<file path="config.mk">
export PLATFORM = sky130hd
export DESIGN_NAME = mul_share_arbiter
export DESIGN_NICKNAME = d
export VERILOG_FILES = /design/src/rtl/mul_share_arbiter.sv
export SDC_FILE = /design/constraint.sdc
export NUM_CORES = 1
export LEC_CHECK = 0
export CORE_ASPECT_RATIO = 1.4
export CORE_MARGIN = 2
export CORE_UTILIZATION = 44
export CTS_CLUSTER_DIAMETER = 120
export DETAILED_ROUTE_END_ITERATION = 12
export HOLD_SLACK_MARGIN = 0.06
export PLACE_DENSITY = 0.84
export SLEW_MARGIN = 20
export SYNTH_ARGS = -nofsm -noshare
export SYNTH_HDL_FRONTEND = slang
export SYNTH_SLANG_ARGS = --single-unit
</file>
<file path="constraint.sdc">
create_clock -name i_clk -period 4.9 [get_ports i_clk]
set_input_delay 0.98 -clock i_clk [delete_from_list [all_inputs] [get_ports i_clk]]
set_output_delay 0.98 -clock i_clk [all_outputs]
set_load 0.02 [all_outputs]
</file>
<file path="src/rtl/mul_share_arbiter.sv">
// ---------------------------------------------------------------------------
// mul_share_arbiter
//
// Shares one external pipelined unsigned multiplier among N_REQ requesters.
// Each granted operand pair is registered onto o_mul_a/o_mul_b. The owner id
// rides a shadow tag pipeline (MUL_LAT+1 stages, never stalled), so every
// product returns to the requester that issued it. Results come back in issue
// order and are never backpressured.
//
// Build option:
//   MUL_ARB_FIXED_PRIO_EN  defined  -> lowest-index valid requester wins
//                          undefined -> round-robin starting after last grant
//
// Ports:
//   i_clk, i_rst      clock (rising edge), synchronous active-high reset
//   i_ena             grant enable; in-flight operations drain regardless
//   i_req_valid       per-requester request
//   i_req_a/i_req_b   packed operands, requester i at [i*W +: W]
//   o_req_ready       one-hot grant (combinational)
//   o_mul_a/o_mul_b   registered operands to the multiplier
//   i_mul_p           multiplier product, valid MUL_LAT cycles after operands
//   o_rsp_valid       one-hot registered result strobe
//   o_rsp_p           result value
//   o_rsp_id          owner of the current result
//   o_busy            any tag stage valid
// ---------------------------------------------------------------------------
module mul_share_arbiter #(
    parameter  int N_REQ   = 4,
    parameter  int W       = 4,
    parameter  int MUL_LAT = 2,
    localparam int IDW     = $clog2(N_REQ)
) (
    input  logic                 i_clk,
    input  logic                 i_rst,
    input  logic                 i_ena,
    input  logic [N_REQ-1:0]     i_req_valid,
    input  logic [N_REQ*W-1:0]   i_req_a,
    input  logic [N_REQ*W-1:0]   i_req_b,
    output logic [N_REQ-1:0]     o_req_ready,
    output logic [W-1:0]         o_mul_a,
    output logic [W-1:0]         o_mul_b,
    input  logic [2*W-1:0]       i_mul_p,
    output logic [N_REQ-1:0]     o_rsp_valid,
    output logic [2*W-1:0]       o_rsp_p,
    output logic [IDW-1:0]       o_rsp_id,
    output logic                 o_busy
);

    // Packed per-requester views; the slice order matches [i*W +: W].
    logic [N_REQ-1:0][W-1:0] w_a;
    logic [N_REQ-1:0][W-1:0] w_b;
    assign w_a = i_req_a;
    assign w_b = i_req_b;

    logic [N_REQ-1:0]          w_gnt;
    logic [IDW-1:0]            w_gid;
    logic                      w_found;
    logic                      w_hs;

    logic [W-1:0]              r_mul_a;
    logic [W-1:0]              r_mul_b;
    logic [MUL_LAT:0]          r_vld_pipe;
    logic [MUL_LAT:0][IDW-1:0] r_id_pipe;
    logic [N_REQ-1:0]          r_rsp_valid;
    logic [2*W-1:0]            r_rsp_p;
    logic [IDW-1:0]            r_rsp_id;

`ifndef MUL_ARB_FIXED_PRIO_EN
    logic [IDW-1:0]            r_last;
`endif

    // Grant selection.
    always_comb begin
        w_gnt   = '0;
        w_gid   = '0;
        w_found = 1'b0;
`ifdef MUL_ARB_FIXED_PRIO_EN
        for (int i = 0; i < N_REQ; i++) begin
            if (!w_found && i_req_valid[i]) begin
                w_found  = 1'b1;
                w_gnt[i] = 1'b1;
                w_gid    = IDW'(i);
            end
        end
`else
        // Two ascending passes implement the rotating search: first the
        // requesters above last, then wrap around from index 0 (which also
        // picks last itself when it is the only one valid).
        for (int i = 0; i < N_REQ; i++) begin
            if (!w_found && i_req_valid[i] && (IDW'(i) > r_last)) begin
                w_found  = 1'b1;
                w_gnt[i] = 1'b1;
                w_gid    = IDW'(i);
            end
        end
        for (int i = 0; i < N_REQ; i++) begin
            if (!w_found && i_req_valid[i]) begin
                w_found  = 1'b1;
                w_gnt[i] = 1'b1;
                w_gid    = IDW'(i);
            end
        end
`endif
    end

    // Reset masks the grant so nothing is accepted on a reset edge.
    assign o_req_ready = (i_ena && !i_rst) ? w_gnt : '0;
    assign w_hs        = |(i_req_valid & o_req_ready);

    always_ff @(posedge i_clk) begin
        if (i_rst) begin
            r_mul_a     <= '0;
            r_mul_b     <= '0;
            r_vld_pipe  <= '0;
            r_id_pipe   <= '0;
            r_rsp_valid <= '0;
            r_rsp_p     <= '0;
            r_rsp_id    <= '0;
`ifndef MUL_ARB_FIXED_PRIO_EN
            r_last      <= IDW'(N_REQ - 1);
`endif
        end else begin
            if (w_hs) begin
                r_mul_a <= w_a[w_gid];
                r_mul_b <= w_b[w_gid];
`ifndef MUL_ARB_FIXED_PRIO_EN
                r_last  <= w_gid;
`endif
            end

            // Tag pipeline shifts every cycle; stage 0 captures this cycle's
            // issue (or a bubble).
            r_vld_pipe <= {r_vld_pipe[MUL_LAT-1:0], w_hs};
            r_id_pipe  <= {r_id_pipe[MUL_LAT-1:0], w_gid};

            // The last tag stage lines up with the product on i_mul_p.
            r_rsp_valid <= '0;
            if (r_vld_pipe[MUL_LAT]) begin
                r_rsp_valid[r_id_pipe[MUL_LAT]] <= 1'b1;
                r_rsp_p                         <= i_mul_p;
                r_rsp_id                        <= r_id_pipe[MUL_LAT];
            end
        end
    end

    assign o_mul_a     = r_mul_a;
    assign o_mul_b     = r_mul_b;
    assign o_rsp_valid = r_rsp_valid;
    assign o_rsp_p     = r_rsp_p;
    assign o_rsp_id    = r_rsp_id;
    assign o_busy      = |r_vld_pipe;

endmodule

</file>
# After elaboration in Yosys (flattened, before gate mapping)
# Index checks and enable logic that the tools add are counted.
# totals
out_inout_bits	27
elab_cells	71
reg_bits	33
in_bits	47
# op_classes
order_cmp	7
mux	28
bitwise	2
reduce_logical	24
# op_table
operator	n
4-bit binary-select mux with 2-bit select	2
1-bit 2-to-1 mux	16
1-bit logical AND	13
2-bit 2-to-1 mux	6
4-bit 2-to-1 mux	3
1-bit zero test	8
2-bit by 3-bit less-than comparator with 1-bit output, second input constant	2
4-bit bitwise AND	1
1-bit by 2-bit greater-than comparator with 1-bit output, first input constant	2
2-bit greater-than comparator, first input constant	2
4-bit OR reduction	1
3-bit OR reduction	1
1-bit demux with 2-bit select	1
2-bit by 1-bit greater-or-equal comparator with 1-bit output, second input constant	1
2-bit OR reduction	1
1-bit NOT	1

# Depth between registers and ports, before layout
# Gate-level depths: netlist of run 1.
# logic_depth
ltp_word	30
mapped_depth	7
ltp_nobuf	6

# Worst setup path before layout of run 1
# No wires, ideal clock.
# synth_path
path_type	input -> output
from	input port i_req_valid[3]
to	output port o_req_ready[1]
arrival_ns	1.735
path_stages	5
path_slack_ns	2.185
required_time_ns	3.920
n_path_buf	1
path_cell_list	buf_2 -> nor2_1 -> a21oi_1 -> o22ai_1 -> and3_1
# synth_via
elab_chain_cells	10
# synth_rtl
element	line_no	source
from (decl)	36	input logic [N_REQ-1:0] i_req_valid,
1-bit logical AND * (2 in a row)	90	if (!w_found && i_req_valid[i] && (IDW'(i) > r_last)) begin
1-bit 2-to-1 mux *	90	
1-bit zero test	97	if (!w_found && i_req_valid[i]) begin
1-bit logical AND	97	
1-bit 2-to-1 mux *	97	
1-bit zero test *	97	
1-bit logical AND *	97	
1-bit 2-to-1 mux *	97	
4-bit 2-to-1 mux *	107	assign o_req_ready = (i_ena && !i_rst) ? w_gnt : '0;
to (decl)	39	output logic [N_REQ-1:0] o_req_ready,
# Every way passes the cells marked *; elsewhere a longest branch is shown, timed or not.

# Worst setup path in the final report of run 1
# Ends and elaborated chain as after synthesis.

==> run metrics, run 1 <==
count of fill cells added during filler insertion=313; worst hold path type=flop to flop; area overhead of the layout relative to synthesis=48.85%; Detailed Route WL=between 4000 and 5000 um; Peak Freq=0.2608 GHz; ANT cells=0; number of clock sinks=33; list of cells traversed by the critical path=clkdlybuf4s50_1, nor2_1, a21oi_1, o22ai_1, and3_1, clkdlybuf4s50_1; Final WS setup=1.065 ns; largest incremental delay on the critical path=between 0.6 and 0.7 ns; final estimated routing congestion in global placement=0.8792; number of antenna violations at the first check in global routing=0; post-CTS setup buffer count=0; RSZ-0062 raised after global routing=no; Die Area=4212 um2; result of the run=finished clean; required time of the worst setup path=3.92 ns; instance count of the mapped netlist=172; destination of the critical timing path=o_req_ready[1]; fin crit share=0.7826; TritonCTS clock tree=done; initial standard-cell utilization of the core=0.4511; number of flip-flops and latches in the synthesized netlist=33; total overflow reported by the global router=0; placed wire-length estimate after detailed placement=between 2000 and 3000 um; Vias=roughly 1500; Final Critical Period=3.835 ns; maximum number of pins on one net before global-route repair=33; Synth Flop Type=sky130_fd_sc_hd__dfxtp_1; kind of capture point of the worst setup path=output pin; Yosys warning count=0; most area-hungry cell type in the Yosys netlist=sky130_fd_sc_hd__dfxtp_1; row count=26; capturing point of the worst reg2reg path=o_mul_a[3]; IO buf count=73; sequential area share after synthesis=0.4055; footprint of the flip-flops and latches=660.6 um2; Clock Latency Late Sink=roughly 0.28 ns; max-slew violation count=0; starting DRC count in detailed routing=113; Register-to-Register Setup Slack=2.36 ns; core occupancy in the finished layout=0.6715; largest delay contributor family on the critical path=buffers and inverters; DR pass1 iterations=4; wire length per cell=14.16 um; Worst setup startpoint=i_req_valid[3]; first-pass GRT wire length=7169 um; cts hold-fix bufs=0; Yosys cell types=40; number of buffers created by CTS=5; slew margin rel.=0.4626; Critical Path Most Common Cell=sky130_fd_sc_hd__clkdlybuf4s50_1; number of gates resized after CTS=0; die boundary height=76.00 um; peak supply drop=0.1801 mV; Worst path slowest cell=sky130_fd_sc_hd__clkdlybuf4s50_1; transition time at the pin with the least slew margin=0.8030 ns; kind of critical path=input pin to output pin; number of nets in the final layout=287; clock-pin transition on the worst setup and hold timing paths=approximately 0.060 ns; Via density=5.304; endpoints failing setup=0; total global-route track usage=0.2085; maximum fanout count along the critical path=12; overall power=0.6275 mW; final number of hold-violating endpoints=0; Remaining DRCs=0; count of nets left with antenna violations after detail routing=0; areal power density over the cells=258.8 nW/um2; leakage power summed over all cells=0.9011 nW; worst setup slack after placement=around 1.1 ns; share of synthesized registers carrying an async set or reset=0; root buffer selected by CTS=sky130_fd_sc_hd__clkbuf_8; share of cells above drive strength 1=0.09544; Synth top area share=0.4055; reg2reg path depth=5; arrival time reported for the critical path endpoint=2.85 ns; die boundary width=around 55 um; CP Buf/Inv Count=2; via count of the first global-routing pass=1529; Synthesized Nets=approximately 220; maximum clock path buffer count=2; cell area after technology mapping=between 1500 and 2000 um2; setup TNS=0 ns; number of gates on the worst path with buffers counted=6; multi-input gate area in the final layout=879.6 um2; start of the worst register-to-register path=r_last[1]; I/O pin cnt=between 70 and 80; maximum level of the CTS H-tree=2; number of enable-type register cells in the synthesized netlist=0; Core Region=3611 um2; Max-cap violations=0; clk_skew=0.004381 ns; Post-Syn Area per Cell=9.471 um2; startpoint kind of the worst setup timing path=input pin; cell types with the largest area share after synthesis=sky130_fd_sc_hd__dfxtp_1, sky130_fd_sc_hd__mux2i_1, sky130_fd_sc_hd__nor2_1, sky130_fd_sc_hd__nand3b_1, sky130_fd_sc_hd__a211oi_2
==> worst min path at each step <==
stage / depth (start not counted) / slack, ns / from / end
2_1_floorplan: 1 / 0.41 / r_id_pipe[0] / r_id_pipe[2]
3_3_place_gp: 1 / 0.42 / r_id_pipe[0] / r_id_pipe[2]
3_5_place_dp: 1 / 0.42 / r_id_pipe[3] / r_id_pipe[5]
4_1_cts: 1 / 0.44 / r_id_pipe[3] / r_id_pipe[5]
5_1_grt: 1 / 0.45 / r_id_pipe[3] / r_id_pipe[5]
6_report: 1 / 0.44 / r_id_pipe[3] / r_id_pipe[5]
==> registers in the layout, indices dropped and copies added, names as in the netlist <==
name         flops
o_rsp_id         2
r_last           2
o_mul_a          4
o_rsp_valid      4
o_mul_b          4
o_rsp_p          8
r_id_pipe        6
r_vld_pipe       3
==> power breakdown <==
group	total, mW	internal [mW]	switching, mW
logic	0.145	0.0788	0.0661
registers	0.292	0.281	0.0102
clock network	0.191	0.0982	0.0929
==> placed cells by master, fill, tap and decap left out, types with 2 or more instances in the layout <==
master	instances
sky130_fd_sc_hd__nand3b_1	13
sky130_fd_sc_hd__a21boi_0	5
sky130_fd_sc_hd__nor2_1	28
sky130_fd_sc_hd__mux2i_1	16
sky130_fd_sc_hd__o211a_1	2
sky130_fd_sc_hd__clkinv_2	2
sky130_fd_sc_hd__dfxtp_1	33
sky130_fd_sc_hd__inv_2	3
sky130_fd_sc_hd__nand2_1	3
sky130_fd_sc_hd__nor4_2	5
sky130_fd_sc_hd__nor2b_1	9
sky130_fd_sc_hd__clkbuf_8	5
sky130_fd_sc_hd__o21ai_1	2
sky130_fd_sc_hd__a211oi_2	5
sky130_fd_sc_hd__o221ai_1	3
sky130_fd_sc_hd__a21oi_1	10
sky130_fd_sc_hd__clkdlybuf4s50_1	73
sky130_fd_sc_hd__nand2b_1	2
==> metrics by stage <==
stage | instance area (um2) | hold slack (ns) | cells
floorplan | 1629 | 0.4138 | 172
global placement | 2342 | 0.4173 | 275
detailed placement | 2342 | 0.4239 | 275
CTS | 2425 | 0.4400 | 283
global route | 2425 | 0.4506 | 283
finish | 2425 | 0.4412 | 283
==> metal layers <==
| layer | track usage | wire [um] | vias up |
|---|---|---|---|
| li1 | - | - | 754 |
| met1 | 0.2540 | 1702 | 701 |
| met2 | 0.3690 | 2114 | 40 |
| met3 | 0.03226 | 134 | 6 |
| met4 | 0.06829 | 56 | 0 |
| met5 | 0 | 0 | - |
==> area by class of cell <==
cell class                      instances  area share
Clock inverter                          2    0.004128
Sequential cell                        33      0.2724
Multi-Input combinational cell        123      0.3627
Timing Repair Buffer                   74      0.3044
Clock buffer                            6     0.02993
Tap cell                               42     0.02167
Inverter                                3    0.004644
==> worst reg2reg max path, cell delays in order, from the launching register on <==
cell                        delay (ns)
sky130_fd_sc_hd__dfxtp_1          0.61
sky130_fd_sc_hd__mux2i_1          0.24
sky130_fd_sc_hd__a2bb2oi_1        0.67
sky130_fd_sc_hd__and2_2           0.51
sky130_fd_sc_hd__mux2i_1          0.23
sky130_fd_sc_hd__o221ai_1         0.13
==> synth_stat cells (3+ instances only) <==
master and count:
sky130_fd_sc_hd__a211oi_2 5, sky130_fd_sc_hd__a21boi_0 5, sky130_fd_sc_hd__a21oi_1 10, sky130_fd_sc_hd__buf_6 3, sky130_fd_sc_hd__clkbuf_1 5, sky130_fd_sc_hd__dfxtp_1 33
sky130_fd_sc_hd__inv_2 3, sky130_fd_sc_hd__mux2i_1 16, sky130_fd_sc_hd__nand2_1 3, sky130_fd_sc_hd__nand3b_1 13, sky130_fd_sc_hd__nor2_1 28, sky130_fd_sc_hd__nor2b_1 9
sky130_fd_sc_hd__nor4_2 5, sky130_fd_sc_hd__o221ai_1 3
==> cells by family (layout without fill, tap and decap cells) <==
kind of cell,after synthesis,count (layout),synth area share
AND/OR/NAND/NOR,70,70,0.2573
AO/OA/AOI/OAI,37,37,0.1844
flip-flops,33,33,0.4055
multiplexers,16,16,0.09831
buffers and inverters,16,85,0.05453
No activity file was read; power rests on OpenSTA's default activity.
==> inputs of run 2 (changes only) <==
--- a/config.mk
+++ b/config.mk
@@ -7,11 +7,11 @@
 export LEC_CHECK = 0
 export CORE_ASPECT_RATIO = 1.4
 export CORE_MARGIN = 2
-export CORE_UTILIZATION = 44
+export CORE_UTILIZATION = 37
 export CTS_CLUSTER_DIAMETER = 120
 export DETAILED_ROUTE_END_ITERATION = 12
 export HOLD_SLACK_MARGIN = 0.06
-export PLACE_DENSITY = 0.84
+export PLACE_DENSITY = 0.76
 export SLEW_MARGIN = 20
 export SYNTH_ARGS = -nofsm -noshare
 export SYNTH_HDL_FRONTEND = slang
==> constraint.sdc (replaced) <==
create_clock -name i_clk -period 3.15 [get_ports i_clk]
set_input_delay 0.63 -clock i_clk [delete_from_list [all_inputs] [get_ports i_clk]]
set_output_delay 0.63 -clock i_clk [all_outputs]
set_load 0.02 [all_outputs]
==> run 2 against run 1 <==
Against the previous run:
- sequential cell count stayed put
- cell area is 3.7% higher
- combinational power is 63% higher
- largest cell class unchanged
- highest routed layer unchanged
==> run metrics, run 2 (synthesis gave the netlist of run 1 again) <==
final number of hold-violating endpoints=0; placed wire-length estimate after detailed placement=3130 um; die boundary height=82.51 um; starting DRC count in detailed routing=50; number of nets in the final layout=about 300; Via density=4.929; most common cell after layout, fill and taps aside=sky130_fd_sc_hd__clkdlybuf4s50_1; Max-cap violations=0; Clock Latency Late Sink=between 0.2 and 0.3 ns; areal power density over the cells=393.1 nW/um2; fin crit share=0.9313; DR pass1 iterations=4; post-CTS setup buffer count=0; number of clock sinks=33; share of cells above drive strength 1=0.1280; maximum number of pins on one net before global-route repair=33; total global-route track usage=0.1848; Remaining DRCs=0; startpoint kind of the worst setup timing path=input pin; Core Region=around 4200 um2; start point of the worst hold path=r_id_pipe[2]; Die Area=between 4000 and 5000 um2; kind of capture point of the worst setup path=output pin; wire length per cell=13.47 um; via count of the first global-routing pass=around 1500; setup TNS=0 ns; ANT cells=0; arrival time reported for the critical path endpoint=2.30 ns; initial standard-cell utilization of the core=0.3843; reg2reg path depth=5; Register-to-Register Setup Slack=1.15 ns; Final WS setup=0.2163 ns; maximum fanout count along the critical path=6; area overhead of the layout relative to synthesis=54.38%; commonest non-fill, non-tap cells in the layout=sky130_fd_sc_hd__clkdlybuf4s50_1, sky130_fd_sc_hd__dfxtp_1, sky130_fd_sc_hd__nor2_1, sky130_fd_sc_hd__mux2i_1, sky130_fd_sc_hd__nand3b_1; worst hold path type=flop to flop; root buffer selected by CTS=sky130_fd_sc_hd__clkbuf_8; result of the run=finished clean; total overflow reported by the global router=0; slew margin rel.=0.6037; worst setup slack after placement=0.2263 ns; max-slew violation count=0; I/O pin cnt=74; peak supply drop=0.3452 mV; row count=28; Hold Path Depth=1; clock-pin transition on the worst setup and hold timing paths=~0.07 ns; IO buf count=73; area of placed instances=2432 um2; endpoints failing setup=0; required time of the worst setup path=2.52 ns; clk_skew=~0.0054 ns; number of antenna violations at the first check in global routing=0; die boundary width=~60 um; capturing point of the worst reg2reg path=o_mul_a[2]; number of buffers created by CTS=5; RSZ-0062 raised after global routing=no; first-pass GRT wire length=between 6000 and 7000 um; start of the worst register-to-register path=r_last[1]; TritonCTS clock tree=done; Final Critical Period=between 2 and 3 ns; final estimated routing congestion in global placement=0.7418; Vias=roughly 1500; maximum clock path buffer count=2; Design Area, Final=2515 um2; Detailed Route WL=4176 um; Peak Freq=0.3409 GHz; overall power=0.9887 mW; count of nets left with antenna violations after detail routing=0; kind of critical path=input pin to output pin; leakage power summed over all cells=0.9443 nW; transition time at the pin with the least slew margin=between 0.5 and 0.6 ns; max FFs per register=8; Worst Hold Path EP=r_id_pipe[4]; number of gates resized after CTS=0; cts hold-fix bufs=0; maximum level of the CTS H-tree=2
## run 2: cell types whose count changed in the layout (fill, tap and decap cells not counted)
cell	previous run	this run
sky130_fd_sc_hd__buf_4	1	10
## run 2: through the flow
stage | instances | hold WS [ns] | utilization
final | 310 | 0.4329 | 0.5933
after global placement | 302 | 0.4177 | 0.5738
after detailed placement | 302 | 0.4270 | 0.5738
after floorplan | 172 | 0.4138 | -
after CTS | 310 | 0.4427 | 0.5933
after global routing | 310 | 0.4607 | 0.5933
## run 2: worst max-delay path, stage by stage
cell and delay [ns]:
sky130_fd_sc_hd__clkdlybuf4s50_1 0.49, sky130_fd_sc_hd__nor2_1 0.21, sky130_fd_sc_hd__a21oi_1 0.06, sky130_fd_sc_hd__o22ai_1 0.15, sky130_fd_sc_hd__and3_1 0.17, sky130_fd_sc_hd__clkdlybuf4s50_1 0.59
## run 2: layer usage
metal / up-vias / routed length [um] / track usage
met4: 0 / 47 / 0.07111
met5: - / 0 / 0
met1: 713 / 1688 / 0.2052
li1: 770 / - / -
met3: 4 / 180 / 0.04673
met2: 41 / 2260 / 0.3304
## run 2: layout make-up
class                   instances  area, um2
clock buffers                   6      72.57
clock inverters                 2      10.01
multi-input cells             123      879.6
flip-flops and latches         33      660.6
inverters                       3      11.26
well taps                      60      75.07
fillers                       366       1724
repair buffers                 83      805.8
## run 2: power breakdown
part / total (mW) / switching (mW) / leakage, nW / internal (mW)
logic: 0.236 / 0.105 / 0.630 / 0.130
registers: 0.452 / 0.0147 / 0.269 / 0.438
clock network: 0.301 / 0.148 / 0.0450 / 0.153
## run 2: worst max-delay path by stage
stage / slack [ns] / depth (start not counted) / start / end
2_1_floorplan: 1.08 / 7 / i_req_valid[0] / o_mul_a[0]
3_3_place_gp: 0.23 / 6 / i_req_valid[2] / o_req_ready[1]
3_5_place_dp: 0.23 / 6 / i_req_valid[2] / o_req_ready[1]
4_1_cts: 0.21 / 6 / i_req_valid[2] / o_req_ready[1]
5_1_grt: 0.06 / 6 / i_req_valid[3] / o_req_ready[1]
6_report: 0.22 / 6 / i_req_valid[3] / o_req_ready[1]
==> inputs of run 3 (changes only) <==
--- a/config.mk
+++ b/config.mk
@@ -6,13 +6,13 @@
 export NUM_CORES = 1
 export LEC_CHECK = 0
 export CORE_ASPECT_RATIO = 1.4
-export CORE_MARGIN = 2
 export CORE_UTILIZATION = 37
 export CTS_CLUSTER_DIAMETER = 120
 export DETAILED_ROUTE_END_ITERATION = 12
 export HOLD_SLACK_MARGIN = 0.06
-export PLACE_DENSITY = 0.76
+export PLACE_DENSITY = 0.78
 export SLEW_MARGIN = 20
 export SYNTH_ARGS = -nofsm -noshare
 export SYNTH_HDL_FRONTEND = slang
 export SYNTH_SLANG_ARGS = --single-unit
+export TNS_END_PERCENT = 100
==> run 3 against run 2 <==
Against the previous run:
- clock-buffer cell count fell by 1
- critical endpoint is now o_req_ready[3]
- largest cell class unchanged
- fmax is 1.3% lower
- clock power is 3% higher
- largest power group unchanged
- first-iteration DRC count rose by 130%
- global-route usage is 0.28 points lower
- non-clock buffer count is 3 lower
- worst setup slack worse by 0.039 ns
- critical path depth stayed put
- total power rose by 0.47%
- final cell count shrank 0.97%
==> run metrics, run 3 (synthesis gave the netlist of run 1 again) <==
start of the worst register-to-register path=r_last[1]; Final Critical Period=2.973 ns; Clock Latency Late Sink=~0.28 ns; peak supply drop=0.2797 mV; cts hold-fix bufs=0; number of gates resized after CTS=0; final std cells w/o fill=307; root buffer selected by CTS=sky130_fd_sc_hd__clkbuf_8; placed wire-length estimate after detailed placement=slightly below 3000 um; initial standard-cell utilization of the core=0.3843; areal power density over the cells=between 300 and 400 nW/um2; number of buffers created by CTS=5; maximum level of the CTS H-tree=2; die boundary width=58.08 um; starting DRC count in detailed routing=116; worst setup slack after placement=0.1800 ns; via count of the first global-routing pass=1539; Core Region=4239 um2; number of antenna violations at the first check in global routing=0; I/O pin cnt=74; number of nets in the final layout=about 300; row count=28; Via density=about 5.0; endpoints failing setup=0; count of nets left with antenna violations after detail routing=0; TritonCTS clock tree=done; total overflow reported by the global router=0; share of cells above drive strength 1=0.1215; max FFs per register=8; Hold Path Depth=1; result of the run=finished clean; clock-pin transition on the worst setup and hold timing paths=about 0.070 ns; reg2reg path depth=5; leakage power summed over all cells=0.9285 nW; maximum fanout count along the critical path=12; worst hold path type=flop to flop; setup TNS=0 ns; Die Area=4676 um2; transition time at the pin with the least slew margin=0.5397 ns; largest incremental delay on the critical path=0.70 ns; wire length per cell=13.02 um; fin crit share=0.9437; number of clock sinks=33; final estimated routing congestion in global placement=0.7695; max-slew violation count=0; core occupancy in the finished layout=0.5888; ANT cells=0; DR pass1 iterations=4; Final WS setup=0.1773 ns; Worst Hold Path EP=r_id_pipe[4]; die boundary height=just over 80 um; area of placed instances=about 2400 um2; Remaining DRCs=0; maximum clock path buffer count=2; arrival time reported for the critical path endpoint=2.34 ns; post-CTS setup buffer count=0; clk_skew=0.005952 ns; tightest hold margin=between 0.4 and 0.5 ns; maximum number of pins on one net before global-route repair=33; Max-cap violations=0; IO buf count=73; slew margin rel.=0.6363; start point of the worst hold path=r_id_pipe[2]; list of cells traversed by the critical path=clkdlybuf4s50_1, nor2_1, a21oi_1, nor2_1, o211a_1, clkdlybuf4s50_1; capturing point of the worst reg2reg path=o_mul_b[1]; Worst path slowest cell=sky130_fd_sc_hd__clkdlybuf4s50_1; Register-to-Register Setup Slack=about 1.1 ns; commonest non-fill, non-tap cells in the layout=sky130_fd_sc_hd__clkdlybuf4s50_1, sky130_fd_sc_hd__dfxtp_1, sky130_fd_sc_hd__nor2_1, sky130_fd_sc_hd__mux2i_1, sky130_fd_sc_hd__nand3b_1; kind of critical path=input pin to output pin; kind of capture point of the worst setup path=output pin; first-pass GRT wire length=6555 um; Peak Freq=~0.34 GHz; Design Area, Final=roughly 2500 um2; Vias=1535; count of fill cells added during filler insertion=375; most common cell after layout, fill and taps aside=sky130_fd_sc_hd__clkdlybuf4s50_1; overall power=0.9934 mW; final number of hold-violating endpoints=0; startpoint kind of the worst setup timing path=input pin; count of placed standard cells including taps=about 300; Detailed Route WL=3996 um; required time of the worst setup path=2.52 ns; RSZ-0062 raised after global routing=no; Worst setup startpoint=i_req_valid[1]; area overhead of the layout relative to synthesis=53.23%; total global-route track usage=0.1820
## run 3: how the worst max path moves through the flow
stage	end	slack, ns	depth (start not counted)
floorplan	o_mul_a[0]	1.08	7
global placement	o_req_ready[1]	0.18	6
detailed placement	o_req_ready[3]	0.18	6
CTS	o_req_ready[3]	0.18	6
global route	o_req_ready[3]	0.05	6
finish	o_req_ready[3]	0.18	6
## run 3: area by class of cell
cell class | instances | area (um2) | area share
multi-input cells | 123 | 879.6 | 0.3524
well taps | 60 | 75.07 | 0.03008
clock inverters | 3 | 17.52 | 0.007018
inverters | 3 | 11.26 | 0.004511
clock buffers | 5 | 68.82 | 0.02757
repair buffers | 80 | 783.3 | 0.3138
flip-flops and latches | 33 | 660.6 | 0.2647
## run 3: where the power goes
group	internal (mW)	switching (mW)	leakage [nW]
Sequential	0.437	0.0147	0.269
Clock	0.152	0.157	0.0439
Combinational	0.128	0.104	0.615
## run 3: metal layers
| layer | share of wire | wire, um | GRT usage | up-vias |
|---|---|---|---|---|
| met1 | 0.43 | 1702 | 0.1976 | 710 |
| met3 | 0.038 | 152 | 0.03865 | 8 |
| li1 | - | - | - | 768 |
| met4 | 0.017 | 67 | 0.09762 | 0 |
| met5 | 0 | 0 | 0 | - |
| met2 | 0.52 | 2074 | 0.3230 | 49 |
## run 3: worst max-delay path: cells and delay by family
family,cells,cell delay [ns]
and+or+nand+nor,2,0.12
buffers and inverters,2,1.24
AOI/OAI and AO/OA,2,0.35
==> RTL change 1 (flow settings as in run 2) <==
Build with the macro `MUL_ARB_FIXED_PRIO_EN` defined.
--- a/src/rtl/mul_share_arbiter.sv
+++ b/src/rtl/mul_share_arbiter.sv
@@ -26,2 +26,4 @@
 // ---------------------------------------------------------------------------
+`define MUL_ARB_FIXED_PRIO_EN
+
 module mul_share_arbiter #(
Formal check against the unedited RTL: not equivalent (Yosys sat finds a counterexample within 4 cycles, from zero or initial values and one cycle with i_rst high).
==> RTL change 1 against run 2 <==
Register-to-register slack better by 1.1 ns. Area after synthesis shrank 12%. Worst setup slack worse by 0.052 ns. Critical path type unchanged. Cell area fell by 6.0%. Sequential cell count is 2 lower. Total power grew 1.3%. Largest power group unchanged. Highest routed layer unchanged. Wire length unchanged. Die area is 11% lower. Count of clock-buffer cells in the layout is the same. Cell count shrank 14%.
==> RTL change 1: results (changes against run 2) <==
first-pass GRT wire length 6.824 mm (+0.31%); Final #Nets 272 (-8.1%); commonest cells in the netlist dfxtp_1 (31), nor2_1 (15), mux2i_1 (9), nor2b_1 (9), o211ai_1 (8); dpl ws 0.1720 ns (-0.05437 ns); post-CTS setup buffers 0 (unchanged); Synth area leaders dfxtp_1 (43%), o41ai_2 (6.8%), mux2i_1 (6.3%); Arrival @ worst endpoint 2.36 ns (+0.06 ns); Vias 1476 (-3.4%); Worst Tran Pin Value 0.4352 ns (-0.1565 ns); ys async rst share 0% (unchanged); # diodes 0 (unchanged); Peak supply drop 0.3219 mV (-6.8%); Max H-tree Level 2 (unchanged); number of flip-flops in the largest register 8 (unchanged); root buffer cell clkbuf_8; vias in the first global route 1502 (+0.33%); initial antenna violation count 0 (unchanged); Post-DP HPWL 3.199 mm (+2.2%); critical-path maximum fanout 2 (-4); Num CTS Buffers 5 (unchanged); All-Layer GR Usage 19.68% (+1.2 points); share of layout cells above drive strength 1 14.60% (+1.8 points); post-synth net total 193 (-12%); leak pwr 0.0008754 uW (-7.3%); Post-Place Cell Area 2247 um^2 (-7.6%); WL per Instance 15.58 um (+16%); post_cts resized 0 (unchanged); Port Buffers 73 (unchanged); Hold Path Class flop to flop; largest net degree at the start of global routing 25 (-24%); synth warn 0 (unchanged); 1st-pass router iterations 4 (unchanged); First DRT Iteration DRCs 30 (-40%); final clock skew 0.006901 ns (+0.001511 ns); GP Congestion 0.7040 (-5.1%); CTS clk-pin slew, worst paths 0.06 ns; outcome completed; register area share after synthesis 43.13% (+2.6 points); Max clock buf depth 2 (unchanged); Worst-Skew Late Latency 0.28 ns (about the same); Cell variety after synth 32 (-20%)
-- RTL change 1: changes by cell type in the layout (fill, tap and decap cells not counted), moves of 6 or more --
cell,change
a21oi_1,-8
o31ai_1,+6
nand3b_1,-13
o211ai_1,+7
nor2_1,-13
nor2_2,+6
mux2i_1,-7
-- RTL change 1: per-stage QoR --
stage | power (uW) | cells
floorplan | 498.9 | 146
global placement | 603.7 | 260
detailed placement | 608.7 | 260
CTS | 1011 | 268
global route | 1043 | 268
finish | 1002 | 268
-- RTL change 1: routing by layer --
metal	global-route usage (%)	wire, um	vias to the layer above
met1	20.93	1578	690
met2	36.05	2200	76
met3	4.833	345	6
met4	8.095	51	0
met5	0	0	-
li1	-	-	704
-- RTL change 1: worst max-delay path: stages --
cell             delay [ns]
clkdlybuf4s50_1        0.42
or4b_1                 0.57
nor2_1                 0.12
clkdlybuf4s50_1        0.62
-- RTL change 1: layout make-up --
type | instances | area (um^2)
Multi-Input combinational cell | 98 | 742.0
Tap cell | 42 | 52.55
Clock buffer | 6 | 82.58
Inverter | 5 | 18.77
Fill cell | 307 | 1311
Timing Repair Buffer | 84 | 813.3
Clock inverter | 2 | 35.03
Sequential cell | 31 | 620.6
-- RTL change 1: power by group --
part	total [uW]	internal (uW)	leakage, uW	switching [uW]
Sequential	414	407	0.000253	7.04
Combinational	187	105	0.000561	81.2
Clock	401	256	0.0000612	145
-- RTL change 1: worst paths after layout --
check | start | to | slack [ns] | depth (start not counted)
hold reg to reg | r_id_pipe[3]$_SDFF_PP0_ | r_id_pipe[5]$_SDFF_PP0_ | 0.45 | 1
setup / recovery | i_req_valid[2] | o_req_ready[3] | 0.16 | 4
hold / removal | r_id_pipe[3]$_SDFF_PP0_ | r_id_pipe[5]$_SDFF_PP0_ | 0.45 | 1
setup reg to reg | r_vld_pipe[2]$_SDFF_PP0_ | o_rsp_valid[0]$_SDFF_PP0_ | 2.22 | 2
-- RTL change 1: logic make-up after synthesis --
group | Yosys count | synth area share [%]
muxes | 9 | 6.261
DFF | 31 | 43.13
buffers and inverters | 17 | 5.304
AOI/OAI and AO/OA | 34 | 21.04
and+or+nand+nor | 55 | 24.26
==> RTL change 2 (config.mk and constraints of run 2) <==
Made on the original files. Reset style: asynchronous (`i_rst`), changed in one clocked block. Comments in the files are not updated.
--- a/src/rtl/mul_share_arbiter.sv
+++ b/src/rtl/mul_share_arbiter.sv
@@ -109,3 +109,3 @@
 
-    always_ff @(posedge i_clk) begin
+    always_ff @(posedge i_clk or posedge i_rst) begin
         if (i_rst) begin
Formal check against the unedited RTL: differs if i_rst is asserted again (counterexample within 4 cycles, from zero or initial values and one cycle with i_rst high); with i_rst held inactive, the same outputs for 10 cycles.
==> RTL change 2 against run 2 <==
Sequential share of layout area is 7.1 points higher. Critical path depth is 1 higher. Area after synthesis hardly changed. Sequential cell count stayed put. Worst setup slack worse by 0.037 ns. Cell area is 1.3% lower. Non-clock buffer count is 5 lower. Die area hardly changed. Utilization is 0.80 points lower. Wire length is 6.5% lower. Register-to-register slack better by 0.05 ns. Critical path type unchanged. Highest routed layer unchanged.
Power is not compared: it rests on default switching activity, and its combinational part moved more than twofold at a synthesized area within 25%.
==> RTL change 2: results (changes against run 2) <==
Peak supply drop 0.2618 mV; final clock skew 0.009150 ns (+0.003760 ns); post-synth net total 194 (-11%); share of layout cells above drive strength 1 14.73% (+1.9 points); outcome completed; Arrival @ worst endpoint 2.34 ns (+0.04 ns); met3 Use GR 6.542% (+1.9 points); Num CTS Buffers 5 (unchanged); Worst Tran Pin Value 0.5295 ns (-0.06224 ns); initial antenna violation count 0 (unchanged); vias in the first global route 1338 (-11%); reg2reg start r_last[0]$_DFFE_PP1P_; # diodes 0 (unchanged); met1 usage 16.62% (-3.9 points); 1st-pass router iterations 5 (+1); synth warn 0 (unchanged); post-CTS setup buffers 0 (unchanged); setup slack, reg-to-reg 1.20 ns (+0.05 ns); crit path from i_req_valid[3]; CTS clk-pin slew, worst paths 0.06 ns; Synth area leaders dfrtp_1 (48%), mux2_2 (6.9%), o221ai_1 (3.8%); Post-DP HPWL 2.949 mm (-5.8%); WL per Instance 13.74 um (+2.0%); placed cells 276 (-8.6%); post_cts resized 0 (unchanged); Cell variety after synth 38 (-5.0%); Reg-to-Reg End o_mul_a[3]$_DFFE_PP0P_; Vias 1418 (-7.2%); largest net degree at the start of global routing 34 (+3.0%); First DRT Iteration DRCs 23 (-54%); met2 usage 28.26% (-4.8 points); dpl ws 0.1859 ns (-0.04042 ns); layout filler cell count 367 (+0.27%); register area share after synthesis 50.81% (+10 points); Post-Place Cell Area 2399 um^2 (-1.4%); Top Layer Used met4; first-pass GRT wire length 6.078 mm (-11%); setup slack after layout 0.1793 ns (-0.03703 ns); Final #Nets 270 (-8.8%); drt total wl 3.903 mm (-6.5%); M1 WL 1.539 mm (-8.8%); Post-synth top flop dfrtp_1; reg2reg path depth 6 (+1); met2 routed WL 1.841 mm (-19%); DR WL met3 362 um (+100%); GP Congestion 0.8316 (+12%); number of flip-flops in the largest register 8 (unchanged); leak pwr 0.001014 uW; CP peak stage delay 0.57 ns (-0.02 ns); root buffer cell clkbuf_8; Critical Path End o_req_ready[1]; critical-path maximum fanout 7 (+1); All-Layer GR Usage 16.74% (-1.7 points); commonest cells in the netlist dfrtp_1 (31), nor2_1 (14), nand3_1 (12); syn avg cell area 11.09 um^2 (+17%); ys async rst share 100.0% (+100 points)
-- RTL change 2: cell type report --
type                    count  area [um^2]  share of cell area, %
flip-flops and latches     33        828.3                  33.38
repair buffers             78        768.2                  30.96
multi-input cells         100        708.2                  28.54
well taps                  60        75.07                  3.026
clock buffers               6        72.57                  2.925
inverters                   5        18.77                 0.7564
clock inverters             2        10.01                 0.4034
-- RTL change 2: worst min path at each step --
stage	start	endpoint	slack, ns	cells past startpoint
floorplan	r_id_pipe[0]$_DFF_PP0_	r_id_pipe[2]$_DFF_PP0_	0.33	0
global placement	r_id_pipe[3]$_DFF_PP0_	r_id_pipe[5]$_DFF_PP0_	0.33	0
detailed placement	r_id_pipe[0]$_DFF_PP0_	r_id_pipe[2]$_DFF_PP0_	0.34	0
CTS	r_id_pipe[0]$_DFF_PP0_	r_id_pipe[2]$_DFF_PP0_	0.35	0
global route	r_id_pipe[0]$_DFF_PP0_	r_id_pipe[2]$_DFF_PP0_	0.36	0
finish	r_id_pipe[0]$_DFF_PP0_	r_id_pipe[2]$_DFF_PP0_	0.35	0
-- RTL change 2: worst max-delay path: cells and delay by family --
family	cells	cell delay, ns
AND/OR/NAND/NOR	4	0.55
buffers and inverters	2	1.10
AO/OA/AOI/OAI	1	0.06
-- RTL change 2: logic make-up (layout without fill, tap and decap cells) --
logic type             count (synthesis)  count (layout)  share of synthesized area (%)
DFF                                   33              33                          50.81
buffers and inverters                 14              91                          5.755
and+or+nand+nor                       55              55                          19.73
muxes                                 13              13                          8.749
AOI/OAI and AO/OA                     32              32                          14.96
-- RTL change 2: power by group --
group	total, uW	switching (uW)	internal (uW)	leakage, uW
combinational	546	267	278	0.000574
clock	300	147	153	0.0000450
sequential	595	67.4	528	0.000395
